===== config.mk =====
export PLATFORM = sky130hd
export DESIGN_NAME = wb_arbiter2_flat
export DESIGN_NICKNAME = d
export VERILOG_FILES = /design/src/rtl/wb_arbiter2_if.sv /design/src/rtl/wb_arbiter2.sv /design/src/flat_wrapper.sv
export SDC_FILE = /design/constraint.sdc
export NUM_CORES = 1
export LEC_CHECK = 0
export ABC_AREA = 1
export BUFFER_PORTS_ARGS = -buffer_cell sky130_fd_sc_hd__buf_2
export CAP_MARGIN = 10
export CORE_ASPECT_RATIO = 1.4
export CORE_MARGIN = 5
export CORE_UTILIZATION = 45
export CTS_BUF_LIST = sky130_fd_sc_hd__clkbuf_8
export CTS_CLUSTER_DIAMETER = 60
export CTS_CLUSTER_SIZE = 10
export DETAILED_ROUTE_END_ITERATION = 7
export GPL_ROUTABILITY_DRIVEN = 0
export GPL_TIMING_DRIVEN = 0
export PLACE_DENSITY_LB_ADDON = 0.3
export REMOVE_ABC_BUFFERS = 1
export SYNTH_ARGS = -nofsm -noshare
export SYNTH_HDL_FRONTEND = slang
export SYNTH_SLANG_ARGS = --single-unit

===== constraint.sdc =====
create_clock -name clk_i -period 1.4 [get_ports clk_i]
set_input_delay 0.21 -clock clk_i [delete_from_list [all_inputs] [get_ports clk_i]]
set_output_delay 0.21 -clock clk_i [all_outputs]
set_load 0.005 [all_outputs]

===== src/rtl/wb_arbiter2_if.sv =====
// wb_arbiter2_if: one Wishbone link; master drives the request side, slave drives the response side.
interface wb_arbiter2_if #(
    parameter int DW = 8,
    parameter int AW = 9
);
    logic          stb;
    logic          we;
    logic [AW-1:0] adr;
    logic [DW-1:0] wdat;
    logic          ack;
    logic          err;
    logic [DW-1:0] rdat;
    modport master(output stb, we, adr, wdat, input ack, err, rdat);
    modport slave(input stb, we, adr, wdat, output ack, err, rdat);
endinterface


===== src/rtl/wb_arbiter2.sv =====
// wb_arbiter2: round-robin two-master Wishbone arbiter with one single-cycle slave strobe per grant
// and a watchdog that completes with err when the slave never acks.
module wb_arbiter2 #(
    parameter int WB_DATA_WIDTH  = 8,
    parameter int WB_ADDR_WIDTH  = 9,
    parameter int TIMEOUT_CYCLES = 15
) (
    input logic           clk_i,
    input logic           rst_i,
    wb_arbiter2_if.slave  m0,
    wb_arbiter2_if.slave  m1,
    wb_arbiter2_if.master s
);
    typedef enum logic [1:0] {IDLE, ISSUE, WAIT, DONE} state_t;
    state_t                   r_state, w_state;
    logic                     r_grant, w_grant, r_last, w_last;
    logic [7:0]               r_cnt, w_cnt;
    logic                     r_stb, w_stb, r_we, w_we;
    logic [WB_ADDR_WIDTH-1:0] r_adr, w_adr;
    logic [WB_DATA_WIDTH-1:0] r_dat, w_dat, r_rd0, w_rd0, r_rd1, w_rd1;
    logic                     r_ack0, w_ack0, r_ack1, w_ack1, r_err0, w_err0, r_err1, w_err1;
    logic                     w_timeout;
    always_comb begin
        w_state   = r_state;
        w_grant   = r_grant;
        w_last    = r_last;
        w_cnt     = r_cnt;
        w_stb     = 1'b0;
        w_we      = r_we;
        w_adr     = r_adr;
        w_dat     = r_dat;
        w_rd0     = r_rd0;
        w_rd1     = r_rd1;
        w_ack0    = 1'b0;
        w_ack1    = 1'b0;
        w_err0    = 1'b0;
        w_err1    = 1'b0;
        w_timeout = r_cnt == 8'(TIMEOUT_CYCLES - 1);
        case (r_state)
            IDLE: if (m0.stb || m1.stb) begin
                // on a tie the master that did not win last time gets the bus
                w_grant = (m0.stb && m1.stb) ? ~r_last : m1.stb;
                w_last  = w_grant;
                w_we    = w_grant ? m1.we : m0.we;
                w_adr   = w_grant ? m1.adr : m0.adr;
                w_dat   = w_grant ? m1.wdat : m0.wdat;
                w_stb   = 1'b1;
                w_state = ISSUE;
            end
            ISSUE: begin
                w_cnt   = 8'd0;
                w_state = WAIT;
            end
            WAIT: if (s.ack || w_timeout) begin
                if (s.ack && !r_we) begin
                    w_rd0 = r_grant ? r_rd0 : s.rdat;
                    w_rd1 = r_grant ? s.rdat : r_rd1;
                end
                w_ack0  = !r_grant;
                w_ack1  = r_grant;
                w_err0  = !r_grant && !s.ack;
                w_err1  = r_grant && !s.ack;
                w_state = DONE;
            end else begin
                w_cnt = r_cnt + 8'd1;
            end
            default: w_state = IDLE;
        endcase
    end
    always_ff @(posedge clk_i) begin
        if (rst_i) begin
            r_state <= IDLE;
            r_grant <= 1'b0;
            r_last  <= 1'b1;
            r_cnt   <= 8'd0;
            r_stb   <= 1'b0;
            r_we    <= 1'b0;
            r_adr   <= '0;
            r_dat   <= '0;
            r_rd0   <= '0;
            r_rd1   <= '0;
            r_ack0  <= 1'b0;
            r_ack1  <= 1'b0;
            r_err0  <= 1'b0;
            r_err1  <= 1'b0;
        end else begin
            r_state <= w_state;
            r_grant <= w_grant;
            r_last  <= w_last;
            r_cnt   <= w_cnt;
            r_stb   <= w_stb;
            r_we    <= w_we;
            r_adr   <= w_adr;
            r_dat   <= w_dat;
            r_rd0   <= w_rd0;
            r_rd1   <= w_rd1;
            r_ack0  <= w_ack0;
            r_ack1  <= w_ack1;
            r_err0  <= w_err0;
            r_err1  <= w_err1;
        end
    end
    assign s.stb   = r_stb;
    assign s.we    = r_we;
    assign s.adr   = r_adr;
    assign s.wdat  = r_dat;
    assign m0.ack  = r_ack0;
    assign m0.err  = r_err0;
    assign m0.rdat = r_rd0;
    assign m1.ack  = r_ack1;
    assign m1.err  = r_err1;
    assign m1.rdat = r_rd1;
endmodule


===== src/flat_wrapper.sv =====
// flat-port wrapper written by rule: the top's interface ports become plain ports
module wb_arbiter2_flat 
#(
    parameter int WB_DATA_WIDTH  = 8,
    parameter int WB_ADDR_WIDTH  = 9,
    parameter int TIMEOUT_CYCLES = 15
)
  (clk_i, rst_i, m0_stb, m0_we, m0_adr, m0_wdat, m0_ack, m0_err, m0_rdat, m1_stb, m1_we, m1_adr, m1_wdat, m1_ack, m1_err, m1_rdat, s_stb, s_we, s_adr, s_wdat, s_ack, s_err, s_rdat);
  wb_arbiter2_if #(.DW(8), .AW(9)) m0_i ();
  wb_arbiter2_if #(.DW(8), .AW(9)) m1_i ();
  wb_arbiter2_if #(.DW(8), .AW(9)) s_i ();
  input logic clk_i;
  input logic rst_i;
  input wire logic [$bits(m0_i.stb)-1:0] m0_stb;
  input wire logic [$bits(m0_i.we)-1:0] m0_we;
  input wire logic [$bits(m0_i.adr)-1:0] m0_adr;
  input wire logic [$bits(m0_i.wdat)-1:0] m0_wdat;
  output wire logic [$bits(m0_i.ack)-1:0] m0_ack;
  output wire logic [$bits(m0_i.err)-1:0] m0_err;
  output wire logic [$bits(m0_i.rdat)-1:0] m0_rdat;
  input wire logic [$bits(m1_i.stb)-1:0] m1_stb;
  input wire logic [$bits(m1_i.we)-1:0] m1_we;
  input wire logic [$bits(m1_i.adr)-1:0] m1_adr;
  input wire logic [$bits(m1_i.wdat)-1:0] m1_wdat;
  output wire logic [$bits(m1_i.ack)-1:0] m1_ack;
  output wire logic [$bits(m1_i.err)-1:0] m1_err;
  output wire logic [$bits(m1_i.rdat)-1:0] m1_rdat;
  output wire logic [$bits(s_i.stb)-1:0] s_stb;
  output wire logic [$bits(s_i.we)-1:0] s_we;
  output wire logic [$bits(s_i.adr)-1:0] s_adr;
  output wire logic [$bits(s_i.wdat)-1:0] s_wdat;
  input wire logic [$bits(s_i.ack)-1:0] s_ack;
  input wire logic [$bits(s_i.err)-1:0] s_err;
  input wire logic [$bits(s_i.rdat)-1:0] s_rdat;
  assign m0_i.stb = m0_stb;
  assign m0_i.we = m0_we;
  assign m0_i.adr = m0_adr;
  assign m0_i.wdat = m0_wdat;
  assign m0_ack = m0_i.ack;
  assign m0_err = m0_i.err;
  assign m0_rdat = m0_i.rdat;
  assign m1_i.stb = m1_stb;
  assign m1_i.we = m1_we;
  assign m1_i.adr = m1_adr;
  assign m1_i.wdat = m1_wdat;
  assign m1_ack = m1_i.ack;
  assign m1_err = m1_i.err;
  assign m1_rdat = m1_i.rdat;
  assign s_stb = s_i.stb;
  assign s_we = s_i.we;
  assign s_adr = s_i.adr;
  assign s_wdat = s_i.wdat;
  assign s_i.ack = s_ack;
  assign s_i.err = s_err;
  assign s_i.rdat = s_rdat;
  wb_arbiter2 #(.WB_DATA_WIDTH(WB_DATA_WIDTH), .WB_ADDR_WIDTH(WB_ADDR_WIDTH), .TIMEOUT_CYCLES(TIMEOUT_CYCLES)) u_core (.clk_i(clk_i), .rst_i(rst_i), .m0(m0_i), .m1(m1_i), .s(s_i));
endmodule

==> results of run 1 <==
-- routing by layer --
layer / track usage / part of all wire
met5: 0 / 0
met4: 0.06230 / 0.014
met3: 0.04516 / 0.080
met2: 0.3121 / 0.50
met1: 0.1991 / 0.40
-- how the worst max path moves through the flow --
stage	start	to	slack (ps)	depth (start not counted)
after floorplan	u_core.r_state[0]$_SDFFE_PP0P_	u_core.m0.rdat[0]$_SDFFE_PP0P_	-130	5
after global placement	u_core.r_state[1]$_SDFFE_PP0P_	u_core.m0.rdat[7]$_SDFFE_PP0P_	-510	4
after detailed placement	u_core.r_state[0]$_SDFFE_PP0P_	u_core.m0.rdat[0]$_SDFFE_PP0P_	-560	5
after CTS	u_core.r_state[0]$_SDFFE_PP0P_	u_core.s.wdat[4]$_SDFFE_PP0P_	-3	5
after global routing	u_core.r_cnt[0]$_SDFFE_PP0P_	u_core.r_cnt[3]$_SDFFE_PP0P_	-3	8
final	u_core.r_cnt[0]$_SDFFE_PP0P_	u_core.r_cnt[6]$_SDFFE_PP0P_	50	8
-- cells in the final DEF, fill, tap and decap left out, types with 3 or more instances in the layout --
cell	count
buf_4	9
o21bai_1	3
nand2_2	3
dfxtp_1	46
ha_4	3
nand2_1	65
nand2_4	3
nand4_1	3
dfxtp_2	3
inv_1	19
o21ai_0	34
a21oi_2	6
a31oi_1	18
clkbuf_8	5
a21oi_1	13
nand3_1	16
nor2_1	33
buf_2	87
-- timing repair --
item | CTS | global route
resized for setup | 11 | 21
cloned | 2 | 0
setup endpoints to repair | 47 | 49
hold buffers | 0 | 0
setup buffers | 6 | 5
pin swaps | 3 | 6
-- cell type report --
cell class	instances	area [um2]
Clock buffer	5	68.82
Fill cell	449	1839
Tap cell	64	80.08
Clock inverter	3	16.27
Sequential cell	51	1032
Inverter	24	103.9
Multi-Input combinational cell	212	1159
Timing Repair Buffer	98	543.0
-- flip-flops by register name, indices dropped and copies added, names as in the netlist --
signal          cells
u_core.m1.rdat      8
u_core.m1.ack       1
u_core.r_cnt        8
u_core.m0.err       1
u_core.m0.rdat      8
u_core.m0.ack       1
u_core.s.we         1
u_core.s.stb        1
u_core.s.adr        9
u_core.r_grant      1
u_core.s.wdat       8
u_core.r_state      2
u_core.m1.err       1
u_core.r_last       1
-- per-stage QoR --
| stage | power, mW | hold WS [ps] | setup TNS [ps] | util | std cells |
|---|---|---|---|---|---|
| 6_report | 4.912 | 165.0 | 0 | 0.6202 | 457 |
| 5_1_grt | 5.286 | 165.9 | -2.962 | 0.6202 | 457 |
| 4_1_cts | 4.706 | 160.6 | -2.979 | 0.5946 | 452 |
| 3_5_place_dp | 3.652 | 434.7 | -13810 | 0.5553 | 436 |
| 3_3_place_gp | 3.606 | 430.2 | -13340 | 0.5553 | 436 |
| 2_1_floorplan | 3.063 | 279.1 | -1062 | - | 285 |
-- power breakdown --
group          switching (mW)  internal (mW)  leakage (nW)
Sequential              0.219           1.80         0.420
Combinational            1.14          0.949         0.891
Clock                   0.465          0.343        0.0453
-- logic make-up after synthesis --
| logic type | synth area share |
|---|---|
| fa+ha+maj | 0.02786 |
| flops | 0.4546 |
| buf+inv | 0.07242 |
| simple gates | 0.2568 |
| compound gates | 0.1883 |
-- critical path, cell delays in order (launching register included) --
cell,delay (ps)
dfxtp_4,370
inv_4,70
ha_4,140
nand3_4,80
o21bai_4,160
nand2_4,120
buf_4,150
a21oi_2,100
nor2_1,50
==> impl_metrics.json, run 1 <==
{
  "outcome": "complete, no violations",
  "min_path_type": "primary input to flop",
  "ff2ff_path_depth": 8,
  "grt_max_degree": 41,
  "max_freq_ghz": 0.7423,
  "yosys.area.top_type_share": 0.4546,
  "yosysMostFrequentCell": "nand2_1",
  "cp_max_fo": 8,
  "vias_per_cell": 5.020,
  "start_kind": "flop",
  "ys_top_cells_by_area": "dfxtp_1, nand2_1, o21ai_0",
  "synth.avg_cell_area_um2": 7.511,
  "synth.largest_area_cell": "dfxtp_1",
  "async_flop_share": 0,
  "synth_edf_count": 0,
  "n_antenna_cell": 0,
  "coreArea_mm2": 0.004842,
  "leakage_nw": 1.357,
  "dr.pass1.iters": 4,
  "hp-start": "s_rdat[6]",
  "cts_inserted_buffers": 5,
  "post_drt_wl_per_cell_um": 12.42,
  "via_count": 2294,
  "ys_types": 27,
  "fp.dieH_um": 93.59,
  "io_buffers": 87,
  "yosysWarnings": 0,
  "hold_end": "u_core.m1.rdat[6]$_SDFFE_PP0P_",
  "drc_errors": 0,
  "grt_pass1_vias": 2071,
  "setup_viol": 0,
  "tightestPinTransition_ps": 544.2,
  "crit_required_ps": 1600,
  "grt_usage": 0.1742,
  "reg2reg_slack_ps": 50,
  "r2r-end": "u_core.r_cnt[6]$_SDFFE_PP0P_",
  "wirelength_mm": 5.674,
  "io_pins": 89,
  "design_area_mm2": 0.003003,
  "clock_latency_ps": 300,
  "reg2reg_from": "u_core.r_cnt[0]$_SDFFE_PP0P_",
  "timing.final.ws_setup_ps": 52.85,
  "drive_above_1_share": 0.3537,
  "fin_crit_sh": 0.9623,
  "holdPathStages": 3,
  "clock_path_buffers": 2,
  "synthFlopType": "dfxtp_1",
  "cts_root_buf": "clkbuf_8",
  "cts.sink_count": 51,
  "place_ws_ps": -558.3,
  "hold_violations": 0,
  "final_nets": 447,
  "dp_hpwl_mm": 3.938,
  "drv_slew": 0,
  "initial_core_util": 0.4638,
  "std_cell_rows": 30,
  "cp.arrival_ps": 1550,
  "drtIter0Drc": 119,
  "p_per_area_mw_per_mm2": 1636,
  "die_x_um": 69.71,
  "dieArea_mm2": 0.006524,
  "min_period_ps": 1347,
  "grt_pass1_wl_mm": 9.363,
  "vdd_drop_max_mv": 0.8641,
  "path_clk_slew_ps": 90,
  "cts_tree": "done",
  "syn_to_final_growth_pct": 33.70,
  "endpoint_kind": "flop",
  "worstSetupPathType": "flop to flop",
  "synth_common_cells": "nand2_1, dfxtp_1, o21ai_0",
  "grt-ovfl-total": 0,
  "timing.slew.headroom": 0.6365,
  "ys_seq_area_frac": 0.4546,
  "cap_violations": 0,
  "clock_skew_ps": 6.943,
  "syn_area_mm2": 0.002246,
  "ys_ff_latch": 51,
  "drtAntennaViolNets": 0,
  "dpl-instance-area_mm2": 0.002689,
  "h-tree-depth": 2,
  "antenna_found_initial": 0,
  "netlist_instances": 299
}
Note: power is estimated with default switching activity, not from simulation.
==> inputs of run 2 (changes only) <==
--- a/config.mk
+++ b/config.mk
@@ -16,7 +16,7 @@
 export CTS_CLUSTER_SIZE = 10
 export DETAILED_ROUTE_END_ITERATION = 7
 export GPL_ROUTABILITY_DRIVEN = 0
-export GPL_TIMING_DRIVEN = 0
+export GPL_TIMING_DRIVEN = 1
 export PLACE_DENSITY_LB_ADDON = 0.3
 export REMOVE_ABC_BUFFERS = 1
 export SYNTH_ARGS = -nofsm -noshare
==> run 2 against run 1 <==
Register-to-register slack hardly changed. Utilization is 1.4 points higher. Die area stayed put. Routed wire length is 0.18% lower.
==> impl_metrics.json, run 2 (same netlist as run 1, synthesis figures left out) <==
{
  "outcome": "complete, no violations",
  "dpl-instance-area_mm2": 0.002834,
  "worstSetupPathType": "flop to flop",
  "p_per_area_mw_per_mm2": 1669,
  "cts_tree": "done",
  "grt-ovfl-total": 0,
  "rsz0062_at_grt": "yes",
  "clock_skew_ps": 8.861,
  "dp_hpwl_mm": 4.109,
  "drtIter0Drc": 129,
  "path_clk_slew_ps": 90,
  "p_clk_frac": 0.210,
  "cts.sink_count": 51,
  "n_antenna_cell": 0,
  "h-tree-depth": 2,
  "dr.pass1.iters": 4,
  "vias_per_cell": 5.000,
  "grt_pass1_wl_mm": 9.259,
  "fin_tns_setup_ps": 0,
  "tightestPinTransition_ps": 320.7,
  "comb_power_share": 0.404,
  "max_freq_ghz": 0.7349,
  "fin_total_pwr_mw": 5.127,
  "layout_commonest_cell": "buf_2",
  "antenna_found_initial": 0,
  "min_path_type": "primary input to flop",
  "coreArea_mm2": 0.004842,
  "die_x_um": 69.71,
  "power_switching_mw": 1.797,
  "worst_path_most_repeated_cell": "nor2_1",
  "vdd_drop_max_mv": 1.035,
  "routedLengthMet1_mm": 2.271,
  "setup_viol": 0,
  "grt_pass1_vias": 2171,
  "critPathSlowestCell": "dfxtp_1",
  "cts-hold-fix-buffers": 0,
  "internal_power_mw": 3.330,
  "largest_reg_flops": 9,
  "dieArea_mm2": 0.006524,
  "start_kind": "flop",
  "slowest_delay_ps": 340,
  "fp.dieH_um": 93.59,
  "via_count": 2330,
  "fin_crit_sh": 0.9719,
  "cp.arrival_ps": 1590,
  "std_cell_rows": 30,
  "grt_max_degree": 24,
  "io_pins": 89,
  "cts_inserted_buffers": 5,
  "cap_violations": 0,
  "design_area_mm2": 0.003072,
  "hold_violations": 0,
  "grt_usage": 0.1700,
  "final_nets": 456,
  "clock_path_buffers": 2,
  "drtAntennaViolNets": 0,
  "final_cell_mix": "buf_2, nand2_1, dfxtp_1, nor2_1, o21ai_0",
  "top_layer_used": "met4",
  "leakage_nw": 1.418,
  "drive_above_1_share": 0.3557,
  "post_drt_wl_per_cell_um": 12.15,
  "route.met2.wl_mm": 2.825,
  "routed-wl-met3_um": 428,
  "timing.slew.headroom": 0.7857,
  "syn_to_final_growth_pct": 36.77,
  "switching_share": 0.3505,
  "endpoint_kind": "flop",
  "initial_core_util": 0.4638,
  "clock_latency_ps": 300,
  "wirelength_mm": 5.664,
  "cts_root_buf": "clkbuf_8",
  "io_buffers": 87,
  "cp_max_fo": 2,
  "worst-path-buf-inv": 2,
  "drv_slew": 0,
  "crit_family": "simple AND/OR/NAND/NOR gates",
  "drc_errors": 0,
  "cp_cell_sequence": "inv_1 -> ha_1 -> nand3_2 -> nor2_1 -> nor2_1 -> buf_4 -> nand4_1 -> a21oi_1",
  "crit_required_ps": 1630,
  "power_frac_seq": 0.386,
  "min_period_ps": 1361
}
==> run 2: changes by cell type in the layout (fill, tap and decap cells not counted), moves of 2 or more <==
cell     delta
buf_4       +7
buf_6       +2
dfxtp_1     +3
dfxtp_4     -2
ha_2        +3
ha_4        -3
inv_1       +3
inv_4       -2
o21ai_0     -5
o21ai_1     +5
==> run 2: power by group through the flow <==
stage | Clock, mW | Combinational, mW | Sequential (mW)
floorplan | 0 | 1.04 | 2.02
global placement | 0 | 1.80 | 2.00
detailed placement | 0 | 1.83 | 2.01
CTS | 1.10 | 1.87 | 1.98
global route | 1.17 | 2.32 | 2.03
finish | 1.08 | 2.07 | 1.98
==> run 2: worst paths after layout <==
check	start	endpoint	slack (ps)	cells past startpoint
hold / removal	s_rdat[4]	u_core.m1.rdat[4]$_SDFFE_PP0P_	150	3
setup / recovery	u_core.r_cnt[0]$_SDFFE_PP0P_	u_core.r_cnt[0]$_SDFFE_PP0P_	40	8
setup reg to reg	u_core.r_cnt[0]$_SDFFE_PP0P_	u_core.r_cnt[0]$_SDFFE_PP0P_	40	8
hold reg to reg	u_core.m0.rdat[5]$_SDFFE_PP0P_	u_core.m0.rdat[5]$_SDFFE_PP0P_	440	2
==> run 2: stage by stage <==
stage / cells / setup slack (ps) / utilization / hold slack (ps)
2_1_floorplan: 285 / -127.3 / - / 279.1
3_3_place_gp: 452 / 32.18 / 0.5853 / 428.1
3_5_place_dp: 452 / 9.802 / 0.5853 / 431.9
4_1_cts: 461 / 9.079 / 0.6137 / 153.1
5_1_grt: 466 / -69.94 / 0.6344 / 153.0
6_report: 466 / 39.27 / 0.6344 / 148.4
==> run 2: worst reg2reg max path: stages (launching register included) <==
cell     delay, ps
dfxtp_1        340
inv_1           60
ha_1           200
nand3_2        110
nor2_1          60
nor2_1         180
buf_4          150
nand4_1         70
a21oi_1        150
==> run 2: metal layers <==
layer | global-route usage | vias up
met4 | 0.07827 | 0
met3 | 0.04946 | 12
li1 | - | 1198
met1 | 0.1906 | 1029
met2 | 0.2962 | 91
met5 | 0 | -
==> run 2: area by class of cell <==
type | count | area, um2
Clock inverter | 2 | 38.79
Timing Repair Buffer | 108 | 643.1
Clock buffer | 6 | 82.58
Tap cell | 64 | 80.08
Multi-Input combinational cell | 211 | 1110
Fill cell | 438 | 1770
Inverter | 24 | 93.84
Sequential cell | 51 | 1023
==> run 2: what timing repair did <==
action,CTS,global route
endpoints found under the setup margin,5,25
gates cloned,1,1
gates resized for setup,2,20
pin swaps,1,4
setup buffers,0,4
==> inputs of run 3 (changes only) <==
--- a/config.mk
+++ b/config.mk
@@ -5,7 +5,7 @@
 export SDC_FILE = /design/constraint.sdc
 export NUM_CORES = 1
 export LEC_CHECK = 0
-export ABC_AREA = 1
+export ABC_AREA = 0
 export BUFFER_PORTS_ARGS = -buffer_cell sky130_fd_sc_hd__buf_2
 export CAP_MARGIN = 10
 export CORE_ASPECT_RATIO = 1.4
@@ -13,7 +13,6 @@
 export CORE_UTILIZATION = 45
 export CTS_BUF_LIST = sky130_fd_sc_hd__clkbuf_8
 export CTS_CLUSTER_DIAMETER = 60
-export CTS_CLUSTER_SIZE = 10
 export DETAILED_ROUTE_END_ITERATION = 7
 export GPL_ROUTABILITY_DRIVEN = 0
 export GPL_TIMING_DRIVEN = 1
==> run 3 against run 2 <==
The run now ends with negative setup slack left. Flip-flop and latch count unchanged. Synthesized cell count shrank 18%. Critical endpoint is now u_core.r_cnt[3]$_SDFFE_PP0P_. Largest power group unchanged. Cell count fell by 7.5%. Die area unchanged. Highest routed layer unchanged.
==> impl_metrics.json, run 3 <==
{
  "cp_max_fo": 3,
  "clock_skew_ps": 3.456,
  "grt_pass1_wl_mm": 8.956,
  "drv_slew": 0,
  "final_cell_mix": "buf_2, dfxtp_1, nor2_1, buf_4",
  "n_antenna_cell": 0,
  "initial_core_util": 0.4638,
  "switching_share": 0.3385,
  "holdWs_ps": 154.9,
  "internal_power_mw": 3.253,
  "synth.largest_area_cell": "dfxtp_1",
  "antenna_found_initial": 0,
  "ys_types": 38,
  "drtAntennaViolNets": 0,
  "yosys.area.top_type_share": 0.4546,
  "post_drt_wl_per_cell_um": 14.12,
  "ys_seq_area_frac": 0.4546,
  "clock_latency_ps": 290,
  "violations": "negative setup slack",
  "grt_max_degree": 37,
  "cts_root_buf": "clkbuf_8",
  "dr.pass1.iters": 4,
  "tightestPinTransition_ps": 419.3,
  "std_cell_rows": 30,
  "cp.arrival_ps": 1780,
  "cap_violations": 0,
  "drive_above_1_share": 0.4659,
  "die_x_um": 69.71,
  "syn_to_final_growth_pct": 48.86,
  "ys_ff_latch": 51,
  "max_freq_ghz": 0.6433,
  "synth_edf_count": 0,
  "comb_power_share": 0.459,
  "path_clk_slew_ps": 90,
  "yosysMostFrequentCell": "dfxtp_1",
  "drtIter0Drc": 101,
  "min_path_type": "primary input to flop",
  "grt_pass1_vias": 2110,
  "p_per_area_mw_per_mm2": 1471,
  "fin_total_pwr_mw": 4.917,
  "yosysWarnings": 0,
  "fin_crit_sh": 1.110,
  "layout_commonest_cell": "buf_2",
  "dp_hpwl_mm": 4.082,
  "vias_per_cell": 5.172,
  "p_clk_frac": 0.163,
  "power_frac_seq": 0.378,
  "rsz0062_at_grt": "yes",
  "timing.slew.headroom": 0.7205,
  "final_nets": 422,
  "cts_inserted_buffers": 5,
  "wirelength_mm": 6.087,
  "largest_reg_flops": 9,
  "start_kind": "flop",
  "cts.sink_count": 51,
  "grt_usage": 0.1663,
  "cts-hold-fix-buffers": 0,
  "power_switching_mw": 1.665,
  "fillers": 392,
  "synthFlopType": "dfxtp_1",
  "grt-ovfl-total": 0,
  "coreArea_mm2": 0.004842,
  "min_period_ps": 1554,
  "io_pins": 89,
  "hold_violations": 0,
  "vdd_drop_max_mv": 1.154,
  "leakage_nw": 1.480,
  "worstSetupPathType": "flop to flop",
  "ys_top_cells_by_area": "dfxtp_1, mux2i_1, a211oi_1",
  "h-tree-depth": 2,
  "outcome": "finished with violations",
  "dieArea_mm2": 0.006524,
  "via_count": 2229,
  "fin_tns_setup_ps": -586.8,
  "final_util": 0.6904,
  "timing.final.ws_setup_ps": -154.4,
  "syn_area_mm2": 0.002246,
  "io_buffers": 87,
  "drc_errors": 0,
  "synth_common_cells": "dfxtp_1, nor2_1, nand2_1",
  "endpoint_kind": "flop",
  "setup_viol": 8,
  "clock_path_buffers": 2,
  "synth.avg_cell_area_um2": 9.130,
  "netlist_instances": 246,
  "fp.dieH_um": 93.59,
  "crit_required_ps": 1630,
  "cts_tree": "done",
  "async_flop_share": 0
}
[run 3: through the flow]
stage | std cells | setup slack [ps] | area [um2]
final | 431 | -154.4 | 3343
after global placement | 410 | -201.5 | 2924
after detailed placement | 410 | -232.0 | 2924
after floorplan | 231 | -1455 | 2155
after global routing | 431 | -202.9 | 3343
after CTS | 421 | -134.5 | 3090
[run 3: cell families (layout without fill, tap and decap cells)]
logic type / count (synthesis) / after routing / synth area share
flip-flops: 51 / 51 / 0.4546
AND/OR/NAND/NOR: 93 / 93 / 0.1983
buffers and inverters: 20 / 141 / 0.04902
AO/OA/AOI/OAI: 49 / 49 / 0.1454
adder cells (fa/ha/maj): 5 / 5 / 0.02786
multiplexers: 28 / 28 / 0.1248
[run 3: routing by layer]
| layer | GRT usage | vias to the layer above | wire (um) |
|---|---|---|---|
| li1 | - | 1112 | - |
| met1 | 0.1775 | 1015 | 2340 |
| met2 | 0.3033 | 93 | 3105 |
| met3 | 0.06129 | 9 | 511 |
| met4 | 0.05112 | 0 | 129 |
| met5 | 0 | - | 0 |
[run 3: power by group through the flow]
stage / registers (mW) / logic [mW] / clock network (mW)
floorplan: 1.88 / 0.808 / 0
global placement: 1.86 / 1.50 / 0
detailed placement: 1.86 / 1.54 / 0
CTS: 1.84 / 1.56 / 0.834
global route: 1.89 / 2.46 / 0.902
finish: 1.86 / 2.26 / 0.801
[run 3: cell type report]
class | count | area (um2) | area share
clock buffer | 5 | 68.82 | 0.02058
clock inverter | 2 | 13.76 | 0.004117
sequential | 51 | 1026 | 0.3069
multi-input combinational | 175 | 1261 | 0.3772
inverter | 5 | 21.27 | 0.006362
tap | 64 | 80.08 | 0.02395
timing repair buffer | 129 | 872.1 | 0.2609
[run 3: repair_timing]
action | 4_1_cts | 5_1_grt
resized for setup | 15 | 26
setup buffers | 4 | 5
endpoints found under the setup margin | 24 | 44
gates cloned | 0 | 5
hold endpoints to repair | 0 | 0
pin swaps | 4 | 14
[run 3: final timing paths]
check                                      start  slack [ps]                              to  depth (start not counted)
setup reg to reg    u_core.r_cnt[0]$_SDFFE_PP0P_        -150    u_core.r_cnt[3]$_SDFFE_PP0P_                          6
setup / recovery    u_core.r_cnt[0]$_SDFFE_PP0P_        -150    u_core.r_cnt[3]$_SDFFE_PP0P_                          6
hold reg to reg   u_core.m1.rdat[6]$_SDFFE_PP0P_         450  u_core.m1.rdat[6]$_SDFFE_PP0P_                          2
hold / removal                         s_rdat[1]         150  u_core.m1.rdat[1]$_SDFFE_PP0P_                          3
[run 3: critical path, stage by stage, from the launching register on]
cell and delay, ps:
dfxtp_2 350, inv_2 40, ha_4 140, and4b_4 180, a21o_1 170, or4_1 470
a31oi_1 130
